===== config.mk =====
export PLATFORM = sky130hd
export DESIGN_NAME = prog_loader
export DESIGN_NICKNAME = d
export VERILOG_FILES = /design/src/rtl/hack_pkg.sv /design/src/rtl/prog_loader.sv
export SDC_FILE = /design/constraint.sdc
export NUM_CORES = 1
export LEC_CHECK = 0
export BUFFER_PORTS_ARGS = -buffer_cell sky130_fd_sc_hd__buf_2
export CAP_MARGIN = 20
export CORE_MARGIN = 2
export CORE_UTILIZATION = 58
export CTS_CLUSTER_SIZE = 25
export DETAILED_ROUTE_END_ITERATION = 10
export PLACE_DENSITY = 0.76
export RECOVER_POWER = 100
export SYNTH_ARGS = -nofsm -noshare
export SYNTH_HDL_FRONTEND = slang
export SYNTH_SLANG_ARGS = --single-unit

===== constraint.sdc =====
create_clock -name clk -period 2.6 [get_ports clk]
set_input_delay 0.52 -clock clk [delete_from_list [all_inputs] [get_ports clk]]
set_output_delay 0.52 -clock clk [all_outputs]
set_load 0.02 [all_outputs]

===== src/rtl/hack_pkg.sv =====
// hack_pkg: shared types and widths for the program loader and its neighbours
package hack_pkg;

  localparam int WORD_W      = 16;
  localparam int HACK_ADDR_W = 15;

  typedef enum logic [2:0] {
    HDR_HI,
    HDR_LO,
    DAT_HI,
    DAT_LO,
    CHK,
    DONE,
    ERR
  } state_t;

endpackage


===== src/rtl/prog_loader.sv =====
// prog_loader: receives a counted, checksummed byte stream and writes it into instruction memory
module prog_loader
  import hack_pkg::*;
#(
  parameter int ADDR_W    = HACK_ADDR_W,
  parameter int BASE_ADDR = 0,
  parameter int MAX_WORDS = 32768
) (
  input  logic              clk,
  input  logic              reset,
  input  logic              rx_valid,
  input  logic [7:0]        rx_data,
  output logic              rx_ready,
  input  logic              reload,
  output logic              mem_we,
  output logic [ADDR_W-1:0] mem_addr,
  output logic [WORD_W-1:0] mem_wdata,
  output logic              cpu_reset_n,
  output logic              busy,
  output logic              done,
  output logic              err
);

  state_t            state, state_n;
  logic [7:0]        hi;
  logic [7:0]        sum;
  logic [WORD_W-1:0] count;
  logic [WORD_W-1:0] idx;
  logic [WORD_W-1:0] word;
  logic              acc;
  logic              rearm;

  assign acc   = rx_valid && rx_ready;
  assign word  = {hi, rx_data};
  assign rearm = (state == DONE || state == ERR) && reload;

  // state register
  always_ff @(posedge clk or negedge reset) begin
    if (!reset) state <= HDR_HI;
    else        state <= state_n;
  end

  // next-state: stream states move only on an accepted byte, terminal states wait for reload
  always_comb begin
    state_n = state;
    case (state)
      HDR_HI:    if (acc) state_n = HDR_LO;
      HDR_LO:    if (acc) state_n = (word == '0) ? CHK : (32'(word) > MAX_WORDS) ? ERR : DAT_HI;
      DAT_HI:    if (acc) state_n = DAT_LO;
      DAT_LO:    if (acc) state_n = (idx == count - 1'b1) ? CHK : DAT_HI;
      CHK:       if (acc) state_n = (rx_data == sum) ? DONE : ERR;
      DONE, ERR: if (reload) state_n = HDR_HI;
      default:   state_n = HDR_HI;
    endcase
  end

  // status outputs are pure functions of state; the CPU runs only after a good load
  always_comb begin
    rx_ready    = !(state == DONE || state == ERR);
    busy        = rx_ready;
    done        = state == DONE;
    err         = state == ERR;
    cpu_reset_n = state == DONE;
  end

  // datapath: byte capture, running checksum, word index and the one-cycle memory write
  always_ff @(posedge clk or negedge reset) begin
    if (!reset) begin
      hi        <= '0;
      sum       <= '0;
      count     <= '0;
      idx       <= '0;
      mem_we    <= 1'b0;
      mem_addr  <= ADDR_W'(BASE_ADDR);
      mem_wdata <= '0;
    end else begin
      mem_we <= 1'b0;
      if (acc && state != CHK) sum <= sum + rx_data;
      if (acc && (state == HDR_HI || state == DAT_HI)) hi <= rx_data;
      if (acc && state == HDR_LO) count <= word;
      if (acc && state == DAT_LO) begin
        mem_we    <= 1'b1;
        mem_wdata <= word;
        mem_addr  <= ADDR_W'(BASE_ADDR) + ADDR_W'(idx);
        idx       <= idx + 1'b1;
      end
      if (rearm) begin
        idx   <= '0;
        count <= '0;
        sum   <= '0;
      end
    end
  end

endmodule


; ---- Word level (Yosys, flattened, before mapping)
; Cells that the tools add are included.
[totals]
reg_bits = 83
latch_bits = 0
ramBits = 0
romBits = 0
in_bits = 12
output_inout_bits = 37
word_cells = 61
memories = 0
[classes]
n_addsub = 3
n_mul = 0
div = 0
order_cmp = 1
n_eq_ne = 15
n_shift = 0
n_mux = 18
n_bitwise = 0
reduce_logical = 16
[ops]
columns = cell, count
row1 = 16-bit 2-to-1 mux, 4
row2 = 3-bit 2-to-1 mux, 9
row3 = 3-bit one-hot mux with 6 select lines, 1
row4 = "16-bit by 1-bit adder with 16-bit output, second input constant", 1
row5 = 16-bit == test, 1
row6 = "16-bit greater-than comparator, second input constant", 1
row7 = 16-bit logical NOT, 1
row8 = 8-bit 2-to-1 mux, 2
row9 = "16-bit by 1-bit subtractor with 16-bit output, second input constant", 1
row10 = "2-bit inequality test, second input constant", 6
row11 = "3-bit == test, second input constant", 3
row12 = 8-bit adder, 1
row13 = 8-bit == test, 1
row14 = "3-bit by 2-bit == test with 1-bit output, second input constant", 2
row15 = 1-bit logical AND, 6
row16 = 6-bit AND reduction, 1
row17 = 2-bit nonzero test, 3
row18 = "3-bit by 1-bit == test with 1-bit output, second input constant", 1
row19 = 3-bit logical NOT, 1
row20 = "3-bit inequality test, second input constant", 1
row21 = 1-bit logical OR, 2
row22 = 2-bit 2-to-1 mux, 1
row23 = 2-bit OR reduction, 1
row24 = 1-bit logical NOT, 1
row25 = 1-bit 2-to-1 mux, 1

; ---- Logic depth before layout (Yosys ltp)
; Gate-level depths: netlist of run 1.
[logic_depth]
ltp_word = 7
depth_mapped = 9
ltp_nobuf = 9

; ---- Worst setup path before layout of run 1
; No wires, ideal clock.
[synth_timing]
kind = input -> register
from = in rx_data[1]
to = reg sum[7]
t_arrival_ns = 2.221
required_ns = 2.521
path_slack_ns = 0.299
path_stages = 8
n_path_buf = 0
path_cell_list = ha_1 > a21o_1 > a211oi_1 > nor2_1 > or4_1 > and3_1 > nor3_1 > mux2i_1
[synth_between]
elab_chain_len = 3
[synth_lines]
columns = item, line
row1 = from (decl), prog_loader.sv:12  ; input logic [7:0] rx_data,
row2 = 8-bit adder, prog_loader.sv:78  ; if (acc && state != CHK) sum <= sum + rx_data;
row3 = 8-bit 2-to-1 mux, prog_loader.sv:78
row4 = 8-bit 2-to-1 mux, prog_loader.sv:87  ; if (rearm) begin
row5 = to (signal assigned), prog_loader.sv:78
row6 = to (decl), prog_loader.sv:26  ; logic [7:0] sum;
; Every way passes these cells. The select of a mux whose other input is x is not followed.
; A chain may end at the register's enable or synchronous reset.

; ---- Worst setup path in the final report of run 1
[layout_timing]
from = reg count[0]
to = reg state[1]
[layout_between]
elab_chain_len = 5
[layout_lines]
columns = item, line
row1 = from (decl), prog_loader.sv:27  ; logic [WORD_W-1:0] count;
row2 = from (signal assigned), prog_loader.sv:80  ; if (acc && state == HDR_LO) count <= word;
row3 = 16-bit by 1-bit subtractor with 16-bit output, prog_loader.sv:50  ; DAT_LO: if (acc) state_n = (idx == count - 1'b1) ? CHK : DAT_HI;
row4 = 16-bit == test, prog_loader.sv:50
row5 = 3-bit 2-to-1 mux (2 in a row), prog_loader.sv:50
row6 = 3-bit one-hot mux with 6 select lines, prog_loader.sv:46  ; case (state)
row7 = to (signal assigned), prog_loader.sv:40  ; else state <= state_n;
row8 = to (decl), prog_loader.sv:24  ; state_t state, state_n;
; Every way passes these cells. The select of a mux whose other input is x is not followed.

==> reports/metrics.yaml, run 1 <==
via_count: 3416
place.gp.congestion: 0.8700
hold_viol: 0
cts_hold_buf: 0
maxSlewHeadroom: -0.3358
nFillCells: 620
synth.avg_cell_area_um2: 8.958
htreeDepth: 3
p_leak_nw: 2.266
ys_seq_area_frac: 0.4861
row_count: 31
synth_top_area_share: 0.4861
cts_root_buf: "clkbuf_8"
power_density_nw_per_um2: 1123
yosysUniqueCellTypes: 53
clk_latency_ps: 360
p_total_w: 0.005334
routed_wirelength_um: 9421
slowest_delay_ps: 450
design_area_um2: 4751
coreArea_um2: 7176
initial_core_util: 0.5955
synth-seq-cells: 83
stdcell_count: 626
fin_skew_ps: 9.649
yosys-top-cells-count: "158 x nand2_1, 83 x dfrtp_1, 27 x nor2_1, 24 x a21oi_1, 23 x xor2_1"
startpoint: "count[0]"
grt_max_degree: 38
drt-vias-per-instance: 5.457
multi_input_area_um2: 2062
die_w_um: 89.83
cts_resized: 0
dpl.hpwl_um: 6732
clock_path_buffers: 2
peakVddDrop_mv: 0.5878
hp-class: "in -> reg"
slew_violations: 37
dp_cells: 610
clock_sinks: 83
grt_pass1_vias: 3322
yosysWarnings: 0
min_to: "count[0]"
crit_required_ps: 2850
crit_path_start_kind: "flip-flop"
synth-main-ff-cell: "dfrtp_1"
cts_setup_buffers: 0
rr_worst_depth: 8
nNetsFinal: 544
pin_count: 49
setup_ws_ps: 140.9
grt_pass1_wl_um: 16290
fmaxAchievable_ghz: 0.4067
antenna_found_initial: 0
synth_top_area_cell: "dfrtp_1"
crit_fanout: 6
rrSetupSlack_ps: 140
synth_edf_count: 0
crit_chain: "inv_1, ha_1, nor3b_4, nor4b_1, a21oi_1, nor4_2, o2111ai_1, a21o_1"
placed_area_um2: 4614
violations: "capacitance limit, slew limit"
crit_slowest_cell: "dfrtp_1"
die_h_um: 89.83
hold_start: "rx_data[0]"
syn-num-nets: 499
post-route-period-util: 0.9458
dr.pass1.iters: 4
end_kind: "flip-flop"
track_usage: 0.2503
cts_tree: "done"
worst_slew_pin_slew_ps: 2004
whs_path_depth: 3
syn2layout_area_growth_pct: 11.19
synth_area_leaders: "dfrtp_1 49%, nand2_1 14%, xor2_1 4.7%, xnor2_1 3.9%, a21oi_1 2.8%"
diodes: 0
synthesis.area_um2: 4273
seqCellArea_um2: 2077
status: "finished, violations left"
layout-drive-gt1-share: 0.09298
drtIter0Drc: 176
yosysMostFrequentCell: "nand2_1"
postRouteAntennaNets: 0
ys_async_sr_fraction: 1.000
dieArea_um2: 8069
syn_inst: 477
r2r_start: "count[0]"
max-cap-violations: 1
wl_per_cell_um: 15.05
setup_viol: 0
clk_pin_slew_ps: 90
period_minus_slack_ps: 2459
numCtsBuffers: 9
setup.worst_path.class: "reg -> reg"
drc_errors: 0
timing.rr.end: "state[1]"
grt-ovfl-total: 0
post-place-ws_ps: 87.59
cp.arrival_ps: 2710
port_buffers: 48
## area by class of cell
cell class                      instances  share of cell area
Tap cell                               99             0.02607
Clock inverter                          7             0.01607
Clock buffer                            9             0.02607
Sequential cell                        83              0.4372
Inverter                                8            0.006321
Timing Repair Buffer                   57             0.05425
Multi-Input combinational cell        363              0.4340
## per-stage QoR
step	util	setup TNS (ps)	hold slack, ps
finish	0.6621	0	460.8
global route	0.6621	-16.72	446.9
CTS	0.6710	0	121.6
detailed placement	0.6431	0	456.7
global placement	0.6431	0	452.0
floorplan	-	0	224.4
## power by group
part,switching (W),leakage [nW],internal [W]
logic,0.00126,1.09,0.000935
registers,0.000496,1.08,0.00170
clock network,0.000494,0.0962,0.000450
total,0.00225,2.27,0.00309
## cells by family (layout without fill, tap and decap cells)
family | after synthesis | after routing | synth area share
flip-flops | 83 | 83 | 0.4861
buffers and inverters | 31 | 81 | 0.03162
AO/OA/AOI/OAI | 61 | 61 | 0.08668
AND/OR/NAND/NOR | 240 | 240 | 0.2513
XOR/XNOR | 43 | 43 | 0.08990
adder cells (fa/ha/maj) | 10 | 10 | 0.03104
multiplexers | 9 | 9 | 0.02343
## worst max-delay path by stage
stage,end,cells after the start,slack (ps)
floorplan,sum[7],8,300
global route,state[1],8,-20
global placement,sum[7],9,120
finish,state[1],8,140
CTS,state[1],8,80
detailed placement,sum[7],9,90
## placed cells by master, fill, tap and decap left out, types with 8 or more instances in the layout
cell	count
o22ai_1	9
ha_1	9
nand2_1	158
xnor2_1	19
xor2_1	23
o21ai_0	10
mux2_2	8
inv_1	8
a21oi_1	24
nand3_1	9
buf_2	10
nor2_1	27
clkbuf_1	40
nor3_1	10
clkbuf_8	9
dfrtp_1	83
## per-layer routing
layer,vias up,global-route usage,share of wire
li1,1679,-,-
met1,1655,0.3189,0.44
met2,63,0.4337,0.51
met3,19,0.04107,0.028
met4,0,0.09103,0.022
met5,-,0,0
## flip-flops by register name (all words and copies together), names as in the netlist
name       cells
mem_addr      15
mem_wdata     16
idx           16
count         16
mem_we         1
sum            8
hi             8
state          3
## critical path: cells and delay by family, from the launching register on
kind	cells	cell delay, ps
buffers and inverters	1	90
adder cells (fa/ha/maj)	1	230
flip-flops	1	450
AND/OR/NAND/NOR	3	1020
AO/OA/AOI/OAI	3	560
Note: power is estimated with default switching activity, not from simulation.
==> run 2, diff against run 1 <==
--- a/config.mk
+++ b/config.mk
@@ -5,13 +5,14 @@
 export SDC_FILE = /design/constraint.sdc
 export NUM_CORES = 1
 export LEC_CHECK = 0
+export ABC_AREA = 1
 export BUFFER_PORTS_ARGS = -buffer_cell sky130_fd_sc_hd__buf_2
 export CAP_MARGIN = 20
 export CORE_MARGIN = 2
-export CORE_UTILIZATION = 58
+export CORE_UTILIZATION = 59
 export CTS_CLUSTER_SIZE = 25
 export DETAILED_ROUTE_END_ITERATION = 10
-export PLACE_DENSITY = 0.76
+export PLACE_DENSITY = 0.77
 export RECOVER_POWER = 100
 export SYNTH_ARGS = -nofsm -noshare
 export SYNTH_HDL_FRONTEND = slang
==> run 2 against run 1 <==
Global-route usage increased by 1.3 points. Count of clock-buffer cells in the layout increased by 1. Synthesized area increased by 5.9%. Sequential power decreased by 2%. Clock power about the same. The run now ends clean. Sequential share of layout area decreased by 1.7 points. Critical path depth decreased by 1.
==> reports/metrics.yaml, run 2 <==
status: "completed"  # was finished, violations left
synth.avg_cell_area_um2: 7.787  # was 8.958 um2
crit_slowest_cell: "inv_1"  # was dfrtp_1
finalSetupTns_ps: 0  # unchanged
grt_pass1_wl_um: 17510  # was 16,290 um
htreeDepth: 3  # unchanged
place.gp.congestion: 0.9374  # was 0.8700
cpMostUsedCell: "nor2_1"
antenna_found_initial: 0  # unchanged
layout-drive-gt1-share: 0.07098  # was 0.09298
cts_resized: 0  # unchanged
rrSetupSlack_ps: 390  # was 140 ps
hold_viol: 0  # unchanged
cp-endpoint: "count[5]"  # was state[1]
fmaxAchievable_ghz: 0.4524  # was 0.4067 GHz
slowest_delay_ps: 560  # was 450 ps
numCtsBuffers: 9  # unchanged
rsz0062_at_grt: "no"
port_buffers: 48  # unchanged
die_w_um: 91.57  # was 89.83 um
peakVddDrop_mv: 0.6274  # was 0.5878 mV
cts_root_buf: "clkbuf_8"  # unchanged
grt_pass1_vias: 3798  # was 3,322
cts_hold_buf: 0  # unchanged
synth-seq-cells: 83  # unchanged
worst_slew_pin_slew_ps: 961.2  # was 2004 ps
slew_violations: 0  # was 37
cp.arrival_ps: 2490  # was 2710 ps
fin_skew_ps: 11.45  # was 9.649 ps
row_count: 31  # unchanged
dr.pass1.iters: 5  # was 4
synth_top_area_share: 0.4591  # was 0.4861
drc_errors: 0  # unchanged
seqCellArea_um2: 2077  # unchanged
yosysMostFrequentCell: "nand2_1"  # unchanged
yosys-top-cells-count: "148 x nand2_1, 83 x dfrtp_1, 77 x inv_1, 53 x o21ai_0, 49 x nor2_1"  # was 158 x nand2_1, 83 x dfrtp_1, 27 x nor2_1, 24 x a21oi_1, 23 x xor2_1
dpl.hpwl_um: 7734  # was 6732 um
p_leak_nw: 2.475  # was 2.266 nW
clk_latency_ps: 370  # was 360 ps
hp-class: "in -> async"  # was in -> reg
synthesis.area_um2: 4524  # was 4273 um2
clock_path_buffers: 2  # unchanged
grt_max_degree: 41  # was 38
maxSlewHeadroom: 0.3592  # was -0.3358
wl_per_cell_um: 14.11  # was 15.05 um
setup.worst_path.class: "reg -> reg"  # unchanged
routed_wirelength_um: 10340  # was 9421 um
crit_path_start_kind: "flip-flop"  # unchanged
pin_count: 49  # unchanged
cts_setup_buffers: 0  # unchanged
synth_top_area_cell: "dfrtp_1"  # unchanged
die_h_um: 91.57  # was 89.83 um
crit_fanout: 23  # was 6
nFillCells: 654  # was 620
cts_tree: "done"  # unchanged
syn2layout_area_growth_pct: 9.347  # was 11.19%
startpoint: "state[1]"  # was count[0]
yosysWarnings: 0  # unchanged
r2r_start: "state[1]"  # was count[0]
power_density_nw_per_um2: 1148  # was 1123 nW/um2
rr_worst_depth: 7  # was 8
via_count: 4003  # was 3,416
diodes: 0  # unchanged
coreArea_um2: 7331  # was 7176 um2
synth-main-ff-cell: "dfrtp_1"  # unchanged
track_usage: 0.2636  # was 0.2503
timing.rr.end: "count[5]"  # was state[1]
yosysUniqueCellTypes: 39  # was 53
drt-vias-per-instance: 5.461  # was 5.457
final_cell_mix: "150 x nand2_1, 83 x dfrtp_1, 78 x inv_1"  # was 158 x nand2_1, 83 x dfrtp_1, 40 x clkbuf_1
clock_sinks: 83  # unchanged
postRouteAntennaNets: 0  # unchanged
reg.largest.list: "count: 16 flops, idx: 16 flops, mem_wdata: 16 flops"  # unchanged
post-route-period-util: 0.8501  # was 0.9458
layout_commonest_cell: "nand2_1"  # unchanged
nNetsFinal: 651  # was 544
crit_chain: "nor2_1, nor2_1, nand2_1, nor2_1, inv_1, nand2_1, o22ai_1"  # was inv_1, ha_1, nor3b_4, nor4b_1, a21oi_1, nor4_2, o2111ai_1, a21o_1
setup_viol: 0  # unchanged
max-cap-violations: 0  # was 1
syn_inst: 581  # was 477
clk_pin_slew_ps: 90  # about the same
grt-ovfl-total: 0  # unchanged
end_kind: "flip-flop"  # unchanged
synth_edf_count: 0  # unchanged
ys_async_sr_fraction: 1.000  # unchanged
multi_input_area_um2: 2022  # was 2062 um2
syn-num-nets: 603  # was 499
drtIter0Drc: 219  # was 176
crit_required_ps: 2880  # was 2850 ps
initial_core_util: 0.6172  # was 0.5955
dieArea_um2: 8385  # was 8069 um2
fin_util: 0.6749  # was 0.6621
ys_seq_area_frac: 0.4591  # was 0.4861
period_minus_slack_ps: 2210  # was 2459 ps
synth_area_leaders: "dfrtp_1 46%, nand2_1 12%, inv_1 6.4%, o21ai_0 5.9%, nand3_1 5.0%"  # was dfrtp_1 49%, nand2_1 14%, xor2_1 4.7%, xnor2_1 3.9%, a21oi_1 2.8%
[run 2: changes by cell type after synthesis, sizes merged, moves of 6 or more]
| cell | change |
|---|---|
| o21ai | +43 |
| xnor2 | -11 |
| mux2 | -8 |
| inv | +72 |
| and3 | -7 |
| nor2b | -6 |
| a21oi | -7 |
| nor2 | +31 |
| clkbuf | -6 |
| nand3 | +38 |
| xor2 | -15 |
[run 2: worst max-delay path, delay by kind of cell, from the launching register on]
kind / cells / cell delay, ps
compound gates: 1 / 240
simple gates: 5 / 880
flops: 1 / 450
buf+inv: 1 / 560
[run 2: logic make-up after synthesis]
| family | after synthesis | synth area share |
|---|---|---|
| and+or+nand+nor | 282 | 0.2801 |
| buffers and inverters | 97 | 0.08849 |
| AOI/OAI and AO/OA | 92 | 0.1101 |
| DFF | 83 | 0.4591 |
| xor gates and xnor gates | 17 | 0.03291 |
| adders and majority gates | 10 | 0.02931 |
[run 2: layout make-up]
cell class	instances	share of cell area
clock buffer	10	0.02580
clock inverter	6	0.01467
inverter	81	0.06171
multi-input combinational	401	0.4087
sequential	83	0.4198
tap	99	0.02504
timing repair buffer	53	0.04426
[run 2: power by group]
group | total [W] | switching [W] | leakage (nW) | internal (W)
clock | 0.000946 | 0.000492 | 0.0975 | 0.000454
combinational | 0.00258 | 0.00171 | 1.30 | 0.000866
sequential | 0.00216 | 0.000405 | 1.07 | 0.00175
[run 2: per-stage QoR]
stage	cell area, um2	instances	setup slack, ps	hold WS [ps]	power [W]
after floorplan	4524	581	756.1	224.4	0.004100
after global placement	4850	717	550.5	457.8	0.004691
after detailed placement	4850	717	497.7	468.3	0.004800
after CTS	5050	733	572.5	132.2	0.005753
after global routing	4947	733	161.6	378.1	0.006174
final	4947	733	389.7	289.0	0.005682
[run 2: how the worst min path moves through the flow]
stage,slack [ps],start,end
final,290,reset,mem_addr[0]
after global routing,380,reset,count[12]
after CTS,130,reset,mem_addr[0]
after detailed placement,470,mem_addr[2],mem_addr[2]
after global placement,460,mem_addr[9],mem_addr[9]
after floorplan,220,reset,count[0]
[run 2: layer usage]
metal  vias to the layer above  wire length, um  GRT usage
met2                       122             5049     0.4418
li1                       1961                -          -
met1                      1897             4574     0.3346
met3                        23              507    0.05643
met5                         -                0          0
met4                         0              210    0.09975
==> run 3, diff against run 2 <==
--- a/config.mk
+++ b/config.mk
@@ -12,7 +12,7 @@
 export CORE_UTILIZATION = 59
 export CTS_CLUSTER_SIZE = 25
 export DETAILED_ROUTE_END_ITERATION = 10
-export PLACE_DENSITY = 0.77
+export PLACE_DENSITY = 0.84
 export RECOVER_POWER = 100
 export SYNTH_ARGS = -nofsm -noshare
 export SYNTH_HDL_FRONTEND = slang
==> run 3 against run 2 <==
Power is 0.58% higher. Non-clock buffer count rose by 1. Clock skew decreased by 2.6 ps. Global-route usage rose by 0.13 points. Hold slack better by 100 ps. Core utilization increased by 0.14 points. Critical path depth is 3 higher. Critical endpoint is now idx[13]. Largest cell class unchanged. Highest routed layer unchanged.
==> reports/metrics.yaml, run 3 (synthesis gave the netlist of run 2 again) <==
via_count: 3997  # was 4,003
grt_pass1_wl_um: 17700  # was 17,510 um
post-route-period-util: 0.8031  # was 0.8501
critical_path_buf_inv_count: 0  # was 1
period_minus_slack_ps: 2088  # was 2210 ps
antenna_found_initial: 0  # unchanged
clk_pin_slew_ps: 90  # about the same
cts_root_buf: "clkbuf_8"  # unchanged
crit_fanout: 20  # was 23
crit_chain: "nand2_1, nor2_4, nand2_4, nor2_1, nand3_1, nor2_4, nand3_2, nor2_1, a21oi_1, nor3_1"  # was nor2_1, nor2_1, nand2_1, nor2_1, inv_1, nand2_1, o22ai_1
crit_path_start_kind: "flip-flop"  # unchanged
fmaxAchievable_ghz: 0.4789  # was 0.4524 GHz
cts_tree: "done"  # unchanged
cpLargestDelayFamily: "simple AND/OR/NAND/NOR gates"  # unchanged
clock_path_buffers: 2  # unchanged
layout_commonest_cell: "nand2_1"  # unchanged
dpl.hpwl_um: 7824  # was 7734 um
cts_resized: 0  # unchanged
dr.pass1.iters: 5  # unchanged
crit_required_ps: 2880  # about the same
cts_hold_buf: 0  # unchanged
numCtsBuffers: 9  # unchanged
wl_per_cell_um: 14.33  # was 14.11 um
clock_sinks: 83  # unchanged
dieArea_um2: 8385  # unchanged
reg.largest.list: "count: 16 flops, idx: 16 flops, mem_wdata: 16 flops"  # unchanged
postRouteAntennaNets: 0  # unchanged
track_usage: 0.2649  # was 0.2636
rrSetupSlack_ps: 510  # was 390 ps
syn2layout_area_growth_pct: 9.568  # was 9.347%
p_leak_nw: 2.473  # was 2.475 nW
maxSlewHeadroom: 0.1918  # was 0.3592
rr_worst_depth: 10  # was 7
hp-class: "in -> async"  # unchanged
crit_cells: 10  # was 7
finalSetupTns_ps: 0  # unchanged
grt-ovfl-total: 0  # unchanged
grt_pass1_vias: 3857  # was 3,798
cts_setup_buffers: 0  # unchanged
port_buffers: 48  # unchanged
slew_violations: 0  # unchanged
nFillCells: 626  # was 654
nNetsFinal: 652  # was 651
row_count: 31  # unchanged
max-cap-violations: 0  # unchanged
die_h_um: 91.57  # unchanged
crit_slowest_cell: "dfrtp_1"  # was inv_1
slowest_delay_ps: 450  # was 560 ps
layout-drive-gt1-share: 0.07087  # was 0.07098
routed_wirelength_um: 10520  # was 10,340 um
final_cell_mix: "149 x nand2_1, 83 x dfrtp_1, 79 x inv_1"  # was 150 x nand2_1, 83 x dfrtp_1, 78 x inv_1
worst_slew_pin_slew_ps: 1212  # was 961.2 ps
peakVddDrop_mv: 0.6416  # was 0.6274 mV
clk_latency_ps: 370  # about the same
drtIter0Drc: 248  # was 219
hold_viol: 0  # unchanged
rsz0062_at_grt: "no"  # unchanged
power_density_nw_per_um2: 1153  # was 1148 nW/um2
diodes: 0  # unchanged
place.gp.congestion: 0.9087  # was 0.9374
initial_core_util: 0.6172  # unchanged
htreeDepth: 3  # unchanged
r2r_start: "state[0]"  # was state[1]
drt-vias-per-instance: 5.446  # was 5.461
cp.arrival_ps: 2370  # was 2490 ps
end_kind: "flip-flop"  # unchanged
die_w_um: 91.57  # unchanged
coreArea_um2: 7331  # unchanged
fin_skew_ps: 8.881  # was 11.45 ps
timing.rr.end: "idx[13]"  # was count[5]
setup_viol: 0  # unchanged
pin_count: 49  # unchanged
holdWs_ps: 391.8  # was 289.0 ps
setup.worst_path.class: "reg -> reg"  # unchanged
drc_errors: 0  # unchanged
status: "completed"  # unchanged
grt_max_degree: 50  # was 41
==> run 3: final cells by class <==
cell class	count	area (um2)	area share
well taps	99	123.9	0.02499
inverters	81	305.3	0.06159
flip-flops and latches	83	2077	0.4190
repair buffers	54	225.2	0.04543
multi-input cells	401	2024	0.4084
clock inverters	6	73.82	0.01489
clock buffers	10	127.6	0.02574
==> run 3: routing by layer <==
metal / GRT usage / wire [um]
met5: 0 / 0
met4: 0.1389 / 293
met3: 0.04232 / 473
met2: 0.4314 / 5140
met1: 0.3403 / 4613
==> run 3: metrics by stage <==
stage | std cells | total power, W | worst slack [ps] | instance area (um2) | utilization
6_report | 734 | 0.005715 | 511.9 | 4957 | 0.6762
2_1_floorplan | 581 | 0.004100 | 756.1 | 4524 | -
3_5_place_dp | 718 | 0.004805 | 501.9 | 4845 | 0.6609
5_1_grt | 734 | 0.006202 | 258.9 | 4957 | 0.6762
4_1_cts | 734 | 0.005767 | 616.4 | 5046 | 0.6883
3_3_place_gp | 718 | 0.004692 | 559.8 | 4845 | 0.6609
==> run 3: worst reg2reg max path, stage by stage (launching register included) <==
cell     delay [ps]
dfrtp_1         450
nand2_1         180
nor2_4          160
nand2_4         150
nor2_1          290
nand3_1         200
nor2_4          150
nand3_2         100
nor2_1          100
a21oi_1          70
nor3_1          170
==> run 3: worst max path at each step <==
stage,to,from,slack [ps]
2_1_floorplan,sum[6],rx_data[0],760
3_3_place_gp,sum[6],rx_data[0],560
3_5_place_dp,sum[6],rx_data[0],500
4_1_cts,state[1],count[0],620
5_1_grt,idx[10],state[0],260
6_report,idx[13],state[0],510
==> run 3: power by group <==
part	total, W	internal [W]	switching, W
combinational	0.00260	0.000877	0.00172
sequential	0.00216	0.00175	0.000407
clock	0.000953	0.000456	0.000497
